[src/rtl/fuzzy_mmio_host_if.sv]
// fuzzy_mmio_host_if: 8-bit MMIO bus between the host initiator and the fuzzy controller slave.
interface fuzzy_mmio_host_if;
    logic       cs;
    logic       rd;
    logic       wr;
    logic [7:0] addr;
    logic [7:0] wdata;
    logic [7:0] rdata;
    logic       status_valid;
    modport master(output cs, rd, wr, addr, wdata, input rdata, status_valid);
    modport slave(input cs, rd, wr, addr, wdata, output rdata, status_valid);
endinterface

[src/rtl/fuzzy_mmio_host.sv]
// fuzzy_mmio_host: runs one T/dT/CTRL write, completion wait and G_out read per start pulse.
// Define FUZZY_MMIO_HOST_POLL_EN to detect completion by polling STATUS instead of status_valid.
module fuzzy_mmio_host #(
    parameter int         TIMEOUT_CYC = 255,
    parameter logic [7:0] ADDR_STATUS = 8'h00,
    parameter logic [7:0] ADDR_CTRL   = 8'h01,
    parameter logic [7:0] ADDR_T      = 8'h02,
    parameter logic [7:0] ADDR_DT     = 8'h03,
    parameter logic [7:0] ADDR_GOUT   = 8'h04
) (
    input  logic              clk,
    input  logic              rst,
    input  logic              start,
    input  logic [7:0]        t_in,
    input  logic [7:0]        dt_in,
    input  logic              reg_mode,
    input  logic              dt_mode,
    output logic              busy,
    output logic              done,
    output logic [7:0]        g_out,
    output logic              timeout_err,
    fuzzy_mmio_host_if.master bus
);
    typedef enum logic [3:0] {
        IDLE, WR_T, GAP_T, WR_DT, GAP_DT, WR_CTRL, GAP_CTRL,
        WAIT_DONE, POLL1, POLL2, RD_G1, RD_G2
    } state_t;
    localparam logic [16:0] TMO = 17'(TIMEOUT_CYC);
    state_t      state, nxt;
    logic [7:0]  t_q, dt_q;
    logic        reg_mode_q, dt_mode_q, accept, abort, tmo;
    logic [16:0] cnt;
    assign accept = state == IDLE && start;
    assign abort  = state == WAIT_DONE && nxt == IDLE;
    assign tmo    = cnt + 17'd1 >= TMO;
    assign busy   = state != IDLE;
`ifdef FUZZY_MMIO_HOST_POLL_EN
    logic stat_busy;
    // Assume the slave is busy until a STATUS read proves otherwise.
    always_ff @(posedge clk or posedge rst)
        if (rst) stat_busy <= 1'b1;
        else if (accept) stat_busy <= 1'b1;
        else if (state == POLL2) stat_busy <= bus.rdata[0];
`endif
    always_comb begin
        nxt = state;
        case (state)
            IDLE:      nxt = start ? WR_T : IDLE;
            WR_T:      nxt = GAP_T;
            GAP_T:     nxt = dt_mode_q ? WR_CTRL : WR_DT;
            WR_DT:     nxt = GAP_DT;
            GAP_DT:    nxt = WR_CTRL;
            WR_CTRL:   nxt = GAP_CTRL;
`ifdef FUZZY_MMIO_HOST_POLL_EN
            GAP_CTRL:  nxt = WAIT_DONE;
            WAIT_DONE: nxt = !stat_busy ? RD_G1 : tmo ? IDLE : POLL1;
            POLL1:     nxt = POLL2;
            POLL2:     nxt = WAIT_DONE;
`else
            GAP_CTRL:  nxt = bus.status_valid ? RD_G1 : WAIT_DONE;
            WAIT_DONE: nxt = bus.status_valid ? RD_G1 : tmo ? IDLE : WAIT_DONE;
`endif
            RD_G1:     nxt = RD_G2;
            RD_G2:     nxt = IDLE;
            default:   nxt = IDLE;
        endcase
    end
    // Bus is decoded straight from state so reset drops strobes without waiting for an edge.
    always_comb begin
        bus.wr    = state inside {WR_T, WR_DT, WR_CTRL};
        bus.rd    = state inside {POLL1, POLL2, RD_G1, RD_G2};
        bus.cs    = bus.wr | bus.rd;
        bus.addr  = state == WR_T ? ADDR_T :
                    state == WR_DT ? ADDR_DT :
                    state == WR_CTRL ? ADDR_CTRL :
                    state inside {POLL1, POLL2} ? ADDR_STATUS :
                    state inside {RD_G1, RD_G2} ? ADDR_GOUT : 8'h00;
        bus.wdata = state == WR_T ? t_q :
                    state == WR_DT ? dt_q :
                    state == WR_CTRL ? {5'b0, dt_mode_q, reg_mode_q, 1'b1} : 8'h00;
    end
    always_ff @(posedge clk or posedge rst)
        if (rst) begin
            state       <= IDLE;
            t_q         <= 8'h00;
            dt_q        <= 8'h00;
            reg_mode_q  <= 1'b0;
            dt_mode_q   <= 1'b0;
            done        <= 1'b0;
            g_out       <= 8'h00;
            timeout_err <= 1'b0;
            cnt         <= '0;
        end else begin
            state <= nxt;
            done  <= state == RD_G2 || abort;
            if (accept) begin
                t_q         <= t_in;
                dt_q        <= dt_in;
                reg_mode_q  <= reg_mode;
                dt_mode_q   <= dt_mode;
                timeout_err <= 1'b0;
            end else if (abort) timeout_err <= 1'b1;
            if (state == RD_G2) g_out <= bus.rdata;
            // Zero during the CTRL write, then count every cycle spent waiting.
            cnt <= nxt == WR_CTRL ? '0 :
                   state inside {WR_CTRL, GAP_CTRL, WAIT_DONE, POLL1, POLL2} ? cnt + 17'd1 : cnt;
        end
endmodule

[src/flat_wrapper.sv]
// flat-port wrapper written by rule: the top's interface ports become plain ports
module fuzzy_mmio_host_flat 
#(
    parameter int         TIMEOUT_CYC = 255,
    parameter logic [7:0] ADDR_STATUS = 8'h00,
    parameter logic [7:0] ADDR_CTRL   = 8'h01,
    parameter logic [7:0] ADDR_T      = 8'h02,
    parameter logic [7:0] ADDR_DT     = 8'h03,
    parameter logic [7:0] ADDR_GOUT   = 8'h04
)
  (clk, rst, start, t_in, dt_in, reg_mode, dt_mode, busy, done, g_out, timeout_err, bus_cs, bus_rd, bus_wr, bus_addr, bus_wdata, bus_rdata, bus_status_valid);
  fuzzy_mmio_host_if bus_i ();
  input  logic clk;
  input  logic rst;
  input  logic start;
  input  logic [7:0] t_in;
  input  logic [7:0] dt_in;
  input  logic reg_mode;
  input  logic dt_mode;
  output logic busy;
  output logic done;
  output logic [7:0] g_out;
  output logic timeout_err;
  output wire logic [$bits(bus_i.cs)-1:0] bus_cs;
  output wire logic [$bits(bus_i.rd)-1:0] bus_rd;
  output wire logic [$bits(bus_i.wr)-1:0] bus_wr;
  output wire logic [$bits(bus_i.addr)-1:0] bus_addr;
  output wire logic [$bits(bus_i.wdata)-1:0] bus_wdata;
  input wire logic [$bits(bus_i.rdata)-1:0] bus_rdata;
  input wire logic [$bits(bus_i.status_valid)-1:0] bus_status_valid;
  assign bus_cs = bus_i.cs;
  assign bus_rd = bus_i.rd;
  assign bus_wr = bus_i.wr;
  assign bus_addr = bus_i.addr;
  assign bus_wdata = bus_i.wdata;
  assign bus_i.rdata = bus_rdata;
  assign bus_i.status_valid = bus_status_valid;
  fuzzy_mmio_host #(.TIMEOUT_CYC(TIMEOUT_CYC), .ADDR_STATUS(ADDR_STATUS), .ADDR_CTRL(ADDR_CTRL), .ADDR_T(ADDR_T), .ADDR_DT(ADDR_DT), .ADDR_GOUT(ADDR_GOUT)) u_core (.clk(clk), .rst(rst), .start(start), .t_in(t_in), .dt_in(dt_in), .reg_mode(reg_mode), .dt_mode(dt_mode), .busy(busy), .done(done), .g_out(g_out), .timeout_err(timeout_err), .bus(bus_i));
endmodule
[config.mk]
export PLATFORM = sky130hd
export DESIGN_NAME = fuzzy_mmio_host_flat
export DESIGN_NICKNAME = d
export VERILOG_FILES = /design/src/rtl/fuzzy_mmio_host_if.sv /design/src/rtl/fuzzy_mmio_host.sv /design/src/flat_wrapper.sv
export SDC_FILE = /design/constraint.sdc
export NUM_CORES = 1
export LEC_CHECK = 0
export ABC_AREA = 1
export CAP_MARGIN = 10
export CORE_MARGIN = 10
export CORE_UTILIZATION = 50
export CTS_CLUSTER_DIAMETER = 50
export CTS_CLUSTER_SIZE = 8
export DETAILED_ROUTE_END_ITERATION = 16
export PLACE_DENSITY = 0.76
export SKIP_LAST_GASP = 1
export SYNTH_ARGS = -nofsm -noshare
export SYNTH_HDL_FRONTEND = slang
export SYNTH_SLANG_ARGS = --single-unit
export TNS_END_PERCENT = 100
[constraint.sdc]
create_clock -name clk -period 2.24 [get_ports clk]
set_input_delay 0.448 -clock clk [delete_from_list [all_inputs] [get_ports clk]]
set_output_delay 0.448 -clock clk [all_outputs]
set_load 0.005 [all_outputs]
==> After elaboration in Yosys (flattened, before gate mapping) <==
Index checks and enable logic that the tools add are counted.
{ "op_classes": {"add_sub_neg": 1, "n_mul": 0, "div": 0, "order_cmp": 1, "eq_ne": 12, "shift": 0, "muxes": 18, "n_bitwise": 1, "reduce_logical": 13} }
{ "op_table": {"columns": ["operator", "count"], "rows": [
  ["2-to-1 mux 8 bit", 6],
  ["one-hot mux 4 bit (9 select lines)", 1],
  ["2-to-1 mux 17 bit", 2],
  ["equality test 4 x 3 -> 1 bit (second input constant)", 5],
  ["adder 17 x 1 -> 17 bit (second input constant)", 1],
  [">= comparator 17 x 8 -> 1 bit (second input constant)", 1],
  ["equality test 4 bit (second input constant)", 4],
  ["2-to-1 mux 3 bit", 4],
  ["equality test 4 x 2 -> 1 bit (second input constant)", 2],
  ["logical NOT 4 bit", 2],
  ["2-to-1 mux 4 bit", 2],
  ["nonzero test 2 bit", 4],
  ["nonzero test 4 bit", 2],
  ["nonzero test 5 bit", 1],
  ["equality test 4 x 1 -> 1 bit (second input constant)", 1],
  ["2-to-1 mux 1 bit", 3],
  ["nonzero test 3 bit", 1],
  ["logical AND 1 bit", 2],
  ["logical OR 1 bit", 1],
  ["OR 1 bit", 1]
]} }
{ "word_totals": {"reg_bits": 49, "latchBits": 0, "ramBits": 0, "romBits": 0, "input_bits": 30, "output_inout_bits": 30, "wordCells": 55, "n_memories": 0} }

==> Logic depth before layout (Yosys ltp) <==
{ "depth": {"word_depth": 9, "depth_mapped": 16, "mapped_depth_nobuf": 15} }

==> Least setup slack after synthesis <==
No wires, ideal clock.
{ "synth_timing": {"path_type": "reg2reg", "from": "reg u_core.cnt[1]", "to": "reg u_core.cnt[15]", "arrival_ps": 1941, "required_time_ps": 2119, "path_slack_ps": 177, "path_stages_with_launch": 16, "synth_period_minus_slack_ps": 2063, "cell_sequence": "dfrtp_1 -> ha_1 -> nand2_1 -> nor2_4 -> nand3_2 -> nor2_2 -> nand2_1 -> nand2_1 -> nand2_1 -> nor2_1 -> nand3_1 -> nand2_1 -> nand3_2 -> nor2_4 -> buf_6 -> nor2_1"} }
{ "synth_via": {"elab_chain_cells": 7} }
{ "synth_lines": {"columns": ["item", "line", "source"], "rows": [
  ["from (decl)", "fuzzy_mmio_host.sv:32", "logic [16:0] cnt;"],
  ["from (signal assigned)", "fuzzy_mmio_host.sv:105", "cnt <= nxt == WR_CTRL ? '0 :"],
  ["adder 17 x 1 -> 17 bit *", "fuzzy_mmio_host.sv:35", "assign tmo = cnt + 17'd1 >= TMO;"],
  [">= comparator 17 x 8 -> 1 bit *", "fuzzy_mmio_host.sv:35", null],
  ["2-to-1 mux 3 bit *", "fuzzy_mmio_host.sv:61", "WAIT_DONE: nxt = bus.status_valid ? RD_G1 : tmo ? IDLE : WAIT_DONE;"],
  ["2-to-1 mux 4 bit *", "fuzzy_mmio_host.sv:61", null],
  ["one-hot mux 4 bit (9 select lines) *", "fuzzy_mmio_host.sv:47", "case (state)"],
  ["named net u_core.nxt[0]", "fuzzy_mmio_host.sv:29", "state_t state, nxt;"],
  ["equality test 4 x 3 -> 1 bit *", "fuzzy_mmio_host.sv:105", null],
  ["2-to-1 mux 17 bit or nonzero test 2 bit (tied branches)", null, null]
]} }
Mark *: on every way through the listed nets, which the timed path passes. The rest lies on a longest branch. The select of a mux whose other input is x is not followed.
A chain may end at the register's enable or synchronous reset.

==> Worst setup path in the final report <==
{ "layout_timing": {"from": "reg u_core.state[3]", "to": "out bus_cs"} }
{ "layout_via": {"elab_chain_cells": 3} }
{ "layout_lines": {"columns": ["item", "line", "source"], "rows": [
  ["from (decl)", "fuzzy_mmio_host.sv:29", null],
  ["from (signal assigned)", "fuzzy_mmio_host.sv:94", "state <= nxt;"],
  ["equality test 4 bit, or another cell as far along", "fuzzy_mmio_host.sv:71", "bus.rd = state inside {POLL1, POLL2, RD_G1, RD_G2};"],
  ["nonzero test 4 bit or nonzero test 3 bit (tied branches)", "fuzzy_mmio_host.sv:71, fuzzy_mmio_host.sv:70", null],
  ["OR 1 bit *", "fuzzy_mmio_host.sv:72", "bus.cs = bus.wr | bus.rd;"],
  ["to (decl)", "flat_wrapper.sv:24", "output wire logic [$bits(bus_i.cs)-1:0] bus_cs;"]
]} }
Mark *: on every way between the ends. The rest lies on a longest branch, timed or not.

==> flow_metrics.env <==
export IMPL_synth_cells=384
export IMPL_cts_sinks=49
export IMPL_antenna_cells=0
export IMPL_cp_max_fo=4
export IMPL_met3WireLength_um=585
export IMPL_drtIter0Drc=127
export IMPL_syn_area_um2=2810
export IMPL_p_leak_uw=0.00191
export IMPL_wl_met2_mm=3.41
export IMPL_synth_seq_cells=49
export IMPL_critical_path_required_ns=1.79
export IMPL_rows=27
export IMPL_whs_ns=0.489
export IMPL_violations="setup timing"
export IMPL_synthTopCellsByArea="dfrtp_1 (44%), nand2_1 (19%), nor2_1 (5.9%)"
export IMPL_fmax_mhz=446
export IMPL_io_buffer_count=54
export IMPL_rsz0062_at_grt="yes"
export IMPL_met1_length_mm=3.17
export IMPL_ctsHoldBuffers=0
export IMPL_grt_pass1_vias=2544
export IMPL_hold_viol_final=0
export IMPL_wl_per_cell_um=13.6
export IMPL_cp_cell_sequence="buf_4 > buf_4 > inv_1 > nor2_2 > inv_1 > nand3_1 > clkdlybuf4s50_1"
export IMPL_wl_mm=7.26
export IMPL_yosysUniqueCellTypes=29
export IMPL_top_layer_used="met4"
export IMPL_layout_setup_ws_ns=-0.00194
export IMPL_fin_worst_skew_ns=0.0103
export IMPL_setup_viol=2
export IMPL_mostFrequentLayoutCells="nand2_1 (136), dfrtp_1 (47), clkdlybuf4s50_1 (44)"
export IMPL_yosysTopAreaCellShare_pct=43.6
export IMPL_vias_per_cell=4.95
export IMPL_period_share_pct=100
export IMPL_die_area_um2=9020
export IMPL_drt_pass1_iter_count=4
export IMPL_core_area_um2=5470
export IMPL_slowest_delay_ns=0.46
export IMPL_cts_tree="done"
export IMPL_die_y_um=95.0
export IMPL_syn_avg_cell_area_um2=7.32
export IMPL_path_class="flip-flop to output pin"
export IMPL_ir_worst_vdd_mv=0.776
export IMPL_fp_dieW_um=95.0
export IMPL_arrival_ns=1.79
export IMPL_place_congestion=0.873
export IMPL_cts_htree_levels=2
export IMPL_outcome="finished with violations"
export IMPL_period_minus_slack_ns=2.24
export IMPL_grt_max_degree=50
export IMPL_dr_total_vias=2641
export IMPL_final_common_cell="nand2_1"
export IMPL_rrSetupSlack_ns=0.05
export IMPL_ys_seq_area_share_pct=43.6
export IMPL_hp_class="input port to asynchronous set/reset pin"
export IMPL_grt_pass1_wl_mm=11.9
export IMPL_ios=60
export IMPL_track_usage_pct=16.2
export IMPL_cts_buffers=5
export IMPL_clock_latency_ns=0.30
export IMPL_drive_above_1_share_pct=14.3
export IMPL_syn2layout_area_growth_pct=33.0
export IMPL_drc=0
export IMPL_crit_slowest_cell="clkdlybuf4s50_1"
export IMPL_grt_ovfl_total=0
export IMPL_yosysTopAreaCell="dfrtp_1"
export IMPL_fin_nets=492
export IMPL_antenna_found_initial=0
export IMPL_yosysWarnings=0
export IMPL_drtAntennaViolNets=0
export IMPL_setup_tns_ns=-0.00197
export IMPL_cts_max_path_buffers=2
export IMPL_startpoint_type="flip-flop"
export IMPL_drv_cap=0
export IMPL_root_buffer="clkbuf_8"
export IMPL_maxSlewViolCount=0
export IMPL_power_density_nw_per_um2=1390
export IMPL_end_kind="output pin"
export IMPL_hpwl_mm=5.32
export IMPL_start_util_pct=51.4
export IMPL_clk_pin_slew_ns=0.09
[final timing paths]
path | from | endpoint | cells after the start
worst max-delay path | u_core.state[3] | bus_cs | 7
worst max register to register | u_core.cnt[1] | u_core.cnt[11] | 15
max in group asynchronous | rst | u_core.reg_mode_q | 3
worst min register to register | u_core.dt_q[7] | u_core.dt_q[7] | 2
min in group clk | u_core.dt_q[7] | u_core.dt_q[7] | 2
worst min-delay path | rst | u_core.cnt[0] | 3
[kinds of logic (layout without fill, tap and decap cells)]
group	after synthesis	count (layout)	synth area share (%)
and+or+nand+nor	231	232	35.2
muxes	8	8	3.20
AOI/OAI and AO/OA	37	37	7.92
DFF	49	49	43.6
other	1	5	0.133
adders and majority gates	2	2	0.890
buffers and inverters	53	125	8.14
xor gates and xnor gates	3	3	0.935
[where the power goes]
group / switching (uW) / internal [uW]
combinational: 1560 / 1280
sequential: 368 / 1340
clock: 286 / 364
[cells in the mapped netlist]
library cell and count:
nand4_1 7, a32o_1 4, o32ai_1 1, nor2_4 4, o21ai_0 25, xnor2_1 1
conb_1 1, o21bai_1 2, inv_1 40, dfrtp_1 49, o211ai_1 1, buf_6 1
nand3b_1 1, nand2_1 139, nand3_1 22, nor2_1 44, mux2_2 8, a311oi_1 1
buf_4 6, clkbuf_1 6, nand2_2 1, a21oi_1 2, a211oi_1 1, nor3_1 4
ha_1 2, nand3_2 2, xor2_1 2, nor2_2 6, nand2_4 1
[per-stage QoR]
step,cell area [um2],util (%),setup slack [ns],total power (uW),std cells
6_report,3740,68.3,-0.00194,5190,533
2_1_floorplan,2830,-,0.177,3350,388
4_1_cts,3640,66.6,-0.0568,5100,525
3_5_place_dp,3490,63.8,-0.00437,4400,513
5_1_grt,3740,68.3,-0.172,5690,533
3_3_place_gp,3490,63.8,0.0906,4310,513
[sequential cells by signal, summed over array words and instances (netlist names)]
register / cells
u_core.g_out: 8
u_core.t_q: 8
u_core.cnt: 17
u_core.done: 1
u_core.reg_mode_q: 1
u_core.dt_q: 8
u_core.timeout_err: 1
u_core.dt_mode_q: 1
u_core.state: 4
[final cells by class]
class                           instances  area (um2)
Inverter                               40         150
Tap cell                               72        90.1
Clock inverter                          1        30.0
Sequential cell                        49        1230
Multi-Input combinational cell        287        1400
Fill cell                             488        1730
Clock buffer                            7        86.3
Timing Repair Buffer                   77         753
[routing by layer]
layer | vias up | GRT usage [%]
met5 | - | 0
met4 | 0 | 4.49
met3 | 10 | 6.98
met2 | 71 | 25.6
met1 | 1204 | 19.8
li1 | 1356 | -
[what timing repair did]
item / 4_1_cts / 5_1_grt
resized for setup: 9 / 17
buffers inserted: 4 / 7
endpoints found under the setup margin: 24 / 28
pin swaps: 2 / 5
gates cloned: 0 / 1
[critical path: cells and delay by family (launching register included)]
family        cells  cell delay [ns]
buf+inv           5             0.92
simple gates      2             0.17
flops             1             0.40
No activity file was read; power rests on OpenSTA's default activity.
